===== src/rtl/reorder_buffer.sv =====
// Circular reorder buffer: allocates ROB ids at dispatch, captures CDB results,
// retires strictly in program order and flags branch mispredictions at commit.
module reorder_buffer #(
  parameter int ROB_DEPTH = 16,
  parameter int ID_W      = 5
) (
  input  logic            clk,
  input  logic            rst,
  input  logic            rdy,
  input  logic            alloc_valid,
  input  logic [4:0]      alloc_rd,
  input  logic            alloc_is_branch,
  input  logic            alloc_is_store,
  input  logic            alloc_pred_taken,
  output logic [ID_W-1:0] alloc_rob_id,
  output logic            rob_full,
  input  logic [ID_W-1:0] query1_id,
  input  logic [ID_W-1:0] query2_id,
  output logic            query1_ready,
  output logic            query2_ready,
  output logic [31:0]     query1_value,
  output logic [31:0]     query2_value,
  input  logic            alu_valid,
  input  logic [ID_W-1:0] alu_rob_id,
  input  logic [31:0]     alu_value,
  input  logic            alu_taken,
  input  logic            lsb_valid,
  input  logic [ID_W-1:0] lsb_rob_id,
  input  logic [31:0]     lsb_value,
  output logic            commit_flag,
  output logic [4:0]      commit_rd,
  output logic [ID_W-1:0] commit_rob_id,
  output logic [31:0]     commit_value,
  output logic            commit_store_flag,
  output logic            rollback_flag,
  output logic [31:0]     rollback_pc
);

  localparam int IDX_W  = $clog2(ROB_DEPTH);
  localparam int CNT_W  = $clog2(ROB_DEPTH + 1);
  localparam int DATA_W = 32;

  logic [IDX_W-1:0]     head, tail;
  logic [CNT_W-1:0]     count;
  logic [ROB_DEPTH-1:0] busy, ready;
  logic [ROB_DEPTH-1:0] is_branch, is_store, pred_taken, taken;
  logic [4:0]           rd_q    [ROB_DEPTH];
  logic [DATA_W-1:0]    value_q [ROB_DEPTH];
  // Set by a mispredicted commit; the flush happens on the next enabled edge.
  logic                 rollback_pend;

  logic             do_alloc, do_commit, alu_hit, lsb_hit;
  logic [IDX_W-1:0] alu_idx, lsb_idx;
  logic [ID_W-1:0]  head_id;

  function automatic logic id_ok(input logic [ID_W-1:0] id);
    return (id != '0) && (id <= ID_W'(ROB_DEPTH));
  endfunction

  function automatic logic [IDX_W-1:0] id_to_idx(input logic [ID_W-1:0] id);
    logic [ID_W-1:0] t;
    t = id - ID_W'(1);
    return t[IDX_W-1:0];
  endfunction

  function automatic logic [IDX_W-1:0] next_ptr(input logic [IDX_W-1:0] p);
    return (p == IDX_W'(ROB_DEPTH - 1)) ? '0 : p + IDX_W'(1);
  endfunction

  // CDB bypass takes priority over the stored entry; ALU before LSB.
  function automatic logic [DATA_W:0] lookup(input logic [ID_W-1:0] qid);
    logic [IDX_W-1:0] qi;
    lookup = '0;
    qi     = id_to_idx(qid);
    if (id_ok(qid)) begin
      if (alu_valid && alu_rob_id == qid)      lookup = {1'b1, alu_value};
      else if (lsb_valid && lsb_rob_id == qid) lookup = {1'b1, lsb_value};
      else if (busy[qi] && ready[qi])          lookup = {1'b1, value_q[qi]};
    end
  endfunction

  assign alloc_rob_id = ID_W'(tail) + ID_W'(1);
  assign head_id      = ID_W'(head) + ID_W'(1);
  assign rob_full     = (count == CNT_W'(ROB_DEPTH));
  assign alu_idx      = id_to_idx(alu_rob_id);
  assign lsb_idx      = id_to_idx(lsb_rob_id);
  assign alu_hit      = alu_valid && id_ok(alu_rob_id) && busy[alu_idx];
  assign lsb_hit      = lsb_valid && id_ok(lsb_rob_id) && busy[lsb_idx];
  assign do_alloc     = rdy && !rollback_pend && alloc_valid && !rob_full;
  assign do_commit    = rdy && !rollback_pend && (count != '0) && ready[head];

  always_comb begin
    {query1_ready, query1_value} = lookup(query1_id);
    {query2_ready, query2_value} = lookup(query2_id);
  end

  always_ff @(posedge clk) begin
    if (rst) begin
      head              <= '0;
      tail              <= '0;
      count             <= '0;
      busy              <= '0;
      ready             <= '0;
      rollback_pend     <= 1'b0;
      commit_flag       <= 1'b0;
      commit_store_flag <= 1'b0;
      rollback_flag     <= 1'b0;
      commit_rd         <= '0;
      commit_rob_id     <= '0;
      commit_value      <= '0;
      rollback_pc       <= '0;
    end else if (!rdy) begin
      commit_flag       <= 1'b0;
      commit_store_flag <= 1'b0;
      rollback_flag     <= 1'b0;
    end else if (rollback_pend) begin
      head              <= '0;
      tail              <= '0;
      count             <= '0;
      busy              <= '0;
      ready             <= '0;
      rollback_pend     <= 1'b0;
      commit_flag       <= 1'b0;
      commit_store_flag <= 1'b0;
      rollback_flag     <= 1'b0;
    end else begin
      commit_flag       <= 1'b0;
      commit_store_flag <= 1'b0;
      rollback_flag     <= 1'b0;
      if (do_alloc) begin
        busy[tail]  <= 1'b1;
        ready[tail] <= 1'b0;
        tail        <= next_ptr(tail);
      end
      if (lsb_hit) ready[lsb_idx] <= 1'b1;
      if (alu_hit) ready[alu_idx] <= 1'b1;
      if (do_commit) begin
        busy[head]  <= 1'b0;
        ready[head] <= 1'b0;
        head        <= next_ptr(head);
        if (is_store[head]) begin
          commit_store_flag <= 1'b1;
          commit_rob_id     <= head_id;
        end else if (is_branch[head]) begin
          if (taken[head] != pred_taken[head]) begin
            rollback_flag <= 1'b1;
            rollback_pc   <= value_q[head];
            rollback_pend <= 1'b1;
          end
        end else if (rd_q[head] != 5'd0) begin
          commit_flag   <= 1'b1;
          commit_rd     <= rd_q[head];
          commit_rob_id <= head_id;
          commit_value  <= value_q[head];
        end
      end
      count <= count + CNT_W'(do_alloc) - CNT_W'(do_commit);
    end
  end

  // Entry payload; validity is carried entirely by busy/ready above.
  always_ff @(posedge clk) begin
    if (rdy && !rollback_pend) begin
      if (do_alloc) begin
        rd_q[tail]       <= alloc_rd;
        is_branch[tail]  <= alloc_is_branch;
        is_store[tail]   <= alloc_is_store;
        pred_taken[tail] <= alloc_pred_taken;
        taken[tail]      <= 1'b0;
      end
      if (lsb_hit) value_q[lsb_idx] <= lsb_value;
      if (alu_hit) begin
        value_q[alu_idx] <= alu_value;
        taken[alu_idx]   <= alu_taken;
      end
    end
  end

endmodule


===== config.mk =====
export PLATFORM = sky130hd
export DESIGN_NAME = reorder_buffer
export DESIGN_NICKNAME = d
export VERILOG_FILES = /design/src/rtl/reorder_buffer.sv
export SDC_FILE = /design/constraint.sdc
export NUM_CORES = 2
export LEC_CHECK = 0
export CELL_PAD_IN_SITES_DETAIL_PLACEMENT = 1
export CELL_PAD_IN_SITES_GLOBAL_PLACEMENT = 2
export CORE_ASPECT_RATIO = 1.5
export CORE_MARGIN = 2
export CORE_UTILIZATION = 45
export CTS_BUF_LIST = sky130_fd_sc_hd__clkbuf_16
export DETAILED_ROUTE_END_ITERATION = 16
export GPL_ROUTABILITY_DRIVEN = 0
export GPL_TIMING_DRIVEN = 0
export PLACE_DENSITY = 0.87
export SETUP_SLACK_MARGIN = 0.15
export SLEW_MARGIN = 20
export SYNTH_ARGS = -nofsm -noshare
export SYNTH_HDL_FRONTEND = slang
export SYNTH_SLANG_ARGS = --single-unit

===== constraint.sdc =====
create_clock -name clk -period 6.45 [get_ports clk]
set_input_delay 0.9675 -clock clk [delete_from_list [all_inputs] [get_ports clk]]
set_output_delay 0.9675 -clock clk [all_outputs]
set_load 0.05 [all_outputs]

==> results.sh <==
export IMPL_status="finished, final reports clean"
export IMPL_postSynthAreaPerCell_um2=15.1
export IMPL_dieArea_mm2=0.108
export IMPL_yosys_warnings=0
export IMPL_finalInstanceArea_mm2=0.0556
export IMPL_min_delay_worst_endpoint="commit_value[3]"
export IMPL_start_util=0.454
export IMPL_synth_ff_type="edfxtp_1"
export IMPL_vias=36100
export IMPL_grt_max_degree=29
export IMPL_setup_viol=0
export IMPL_hold_class="flop to flop"
export IMPL_crit_path_start_kind="input port"
export IMPL_instances_no_fill=4968
export IMPL_drive_gt1_frac=0.259
export IMPL_die_w_um=269
export IMPL_r2r_slack_ns=1.51
export IMPL_slew_headroom=0.145
export IMPL_slew_violations=0
export IMPL_register_area_mm2=0.0222
export IMPL_fillCellCount=9980
export IMPL_clk_pin_slew_worst_paths_ns=0.06
export IMPL_final_cell_mix="656 x edfxtp_1, 540 x mux4_2, 503 x mux2_1, 230 x nand2_1, 196 x clkdlybuf4s50_1"
export IMPL_powerDensity_mw_per_mm2=217
export IMPL_grtUsageTotal=0.381
export IMPL_cts_path_max_buffers=3
export IMPL_async_reset_ff_frac=0
export IMPL_area_growth_pct=17.6
export IMPL_wl_met2_um=95400
export IMPL_p_seq_frac=0.457
export IMPL_min_period_over_period=0.989
export IMPL_grt_first_pass_wirelength_um=284000
export IMPL_cts_buffers_inserted=80
export IMPL_ant_nets=0
export IMPL_synth_seq_cells=783
export IMPL_rsz0062_at_grt="no"
export IMPL_ys_seq_area_frac=0.470
export IMPL_initialDrtViolationCount=5757
export IMPL_std_cell_rows=145
export IMPL_wl_met3_um=25600
export IMPL_cts_root_buffer="clkbuf_16"
export IMPL_wl_per_cell_um=41.3
export IMPL_worst_pin_slew_ns=1.28
export IMPL_critical_path_required_ns=5.48
export IMPL_hold_viol_final=0
export IMPL_cts_tree="built"
export IMPL_power_switching_mw=3.08
export IMPL_fp_dieH_um=401
export IMPL_synthesis_area_mm2=0.0473
export IMPL_syn_nets=3256
export IMPL_drv_cap=0
export IMPL_post_cts_buffers=0
export IMPL_clockPowerShare=0.428
export IMPL_drc=0
export IMPL_peakVddDrop_mv=0.171
export IMPL_p_leak_nw=18.2
export IMPL_wl_um=205000
export IMPL_dp_final_hpwl_um=146000
export IMPL_r2r_end="value_q[4][4]"
export IMPL_cellInternalPower_mw=8.97
export IMPL_layout_min_cycle_time_ns=6.38
export IMPL_fin_skew_ns=0.0502
export IMPL_hold_depth=2
export IMPL_reg2reg_depth=9
export IMPL_io_pins=248
export IMPL_worstPathArrival_ns=5.41
export IMPL_antenna_found_initial=7
export IMPL_grt_pass1_vias=37400
export IMPL_swShare=0.256
export IMPL_multi_input_area_mm2=0.0238
export IMPL_final_common_cell="edfxtp_1"
export IMPL_vias_per_cell=7.26
export IMPL_comb_power_share=0.115
export IMPL_insertion_delay_ns=0.73
export IMPL_postSynthCellCount=3130
export IMPL_yosysUniqueCellTypes=66
export IMPL_dr_max_layer_used="met5"
export IMPL_cp_end_kind="output port"
export IMPL_cp_max_fo=10
export IMPL_coreArea_mm2=0.104
export IMPL_cts_sinks=783
export IMPL_htree_levels=3
export IMPL_fmax_mhz=157
export IMPL_placed_area_mm2=0.0527
export IMPL_post_place_cells=4809
export IMPL_synth_edf_count=656
export IMPL_wl_met1_um=62900
export IMPL_final_net_count=3623
export IMPL_min_from="commit_value[3]"
export IMPL_grt_overflow_total=0
export IMPL_port_buffers=241
export IMPL_path_class="input port to output port"
export IMPL_firstDrtPassIters=6
export IMPL_reg2reg_from="rollback_pend"
export IMPL_cts_hold_fix_buffers=0
-- cells by family after synthesis --
logic type                 synth area share
buffers and inverters                0.0327
and+or+nand+nor                      0.0469
AOI/OAI and AO/OA                    0.0394
muxes                                 0.397
xor gates and xnor gates            0.00704
adders and majority gates           0.00730
DFF                                   0.470
-- critical path: stages --
cell,delay [ns]
clkdlybuf4s50_1,0.58
inv_1,0.10
ha_1,0.20
xnor2_1,0.41
clkbuf_2,0.49
mux4_2,0.41
mux4_2,0.70
clkbuf_2,0.39
nand3_1,0.25
a31oi_1,0.13
clkdlybuf4s50_1,0.76
-- cells in the mapped netlist (38+ instances only) --
| library cell | count | area share |
|---|---|---|
| a21oi_1 | 38 | 0.0040 |
| a31oi_1 | 68 | 0.0090 |
| buf_2 | 65 | 0.0069 |
| clkbuf_1 | 224 | 0.018 |
| dfxtp_1 | 127 | 0.054 |
| edfxtp_1 | 656 | 0.42 |
| inv_1 | 38 | 0.0030 |
| mux2_1 | 503 | 0.12 |
| mux2i_1 | 76 | 0.016 |
| mux4_2 | 540 | 0.26 |
| nand2_1 | 230 | 0.018 |
| nand3_1 | 105 | 0.011 |
| nor2_1 | 42 | 0.0033 |
| o21ai_0 | 92 | 0.0097 |
-- power by group through the flow --
| stage | Combinational, mW | Clock, mW | Sequential (mW) |
|---|---|---|---|
| after global placement | 1.29 | 0 | 5.61 |
| final | 1.39 | 5.16 | 5.50 |
| after global routing | 1.42 | 5.30 | 5.50 |
| after CTS | 1.35 | 5.13 | 5.50 |
| after detailed placement | 1.33 | 0 | 5.61 |
| after floorplan | 0.782 | 0 | 5.61 |
-- through the flow --
step           setup slack [ns]  hold WS (ns)   util  setup TNS, ns  total power [mW]
2_1_floorplan             0.908         0.429      -              0              6.39
3_3_place_gp              -4.35         0.446  0.494       -1395.52              6.90
3_5_place_dp              -1.64         0.453  0.506         -68.27              6.94
4_1_cts                   0.104         0.463  0.534              0              12.0
5_1_grt                   0.151         0.480  0.534              0              12.2
6_report                 0.0731         0.460  0.534              0              12.0
-- state kept, by name, indices dropped and copies added (netlist names), named ones only --
| name | count |
|---|---|
| count | 5 |
| ready | 16 |
| rollback_flag | 1 |
| value_q | 512 |
| is_store | 16 |
| commit_rd | 5 |
| pred_taken | 16 |
| head | 4 |
| rollback_pend | 1 |
| commit_flag | 1 |
| is_branch | 16 |
| rollback_pc | 32 |
| commit_store_flag | 1 |
| taken | 16 |
| tail | 4 |
| rd_q | 80 |
| busy | 16 |
| commit_value | 32 |
| commit_rob_id | 5 |
-- routing by layer --
| layer | vias up | track usage |
|---|---|---|
| li1 | 13500 | - |
| met1 | 18200 | 0.418 |
| met2 | 3248 | 0.598 |
| met3 | 1097 | 0.121 |
| met4 | 6 | 0.321 |
| met5 | - | 0.00825 |
-- worst max path at each step --
stage | slack [ns] | to | from | cells after the start
4_1_cts | 0.10 | query2_value[28] | query2_id[1] | 11
3_5_place_dp | -1.64 | query2_value[28] | query2_id[1] | 11
2_1_floorplan | 0.91 | value_q[12][0] | lsb_rob_id[0] | 10
5_1_grt | 0.15 | query2_value[0] | query2_id[0] | 11
6_report | 0.07 | query1_value[21] | query1_id[1] | 11
3_3_place_gp | -4.35 | value_q[13][9] | lsb_rob_id[0] | 10
-- timing repair --
item                                   in CTS  in global routing
endpoints found under the hold margin       0                  0
gates resized for setup                    92                 22
setup endpoints to repair                  66                 41
-- cell type report --
type	instances	area share
repair buffers	285	0.0610
well taps	1396	0.0314
flip-flops and latches	783	0.400
clock inverters	62	0.0128
multi-input cells	1973	0.427
clock buffers	84	0.0378
inverters	44	0.00297
diodes	11	0.000495
plain buffers	330	0.0266
Note: power is estimated with default switching activity, not from simulation.
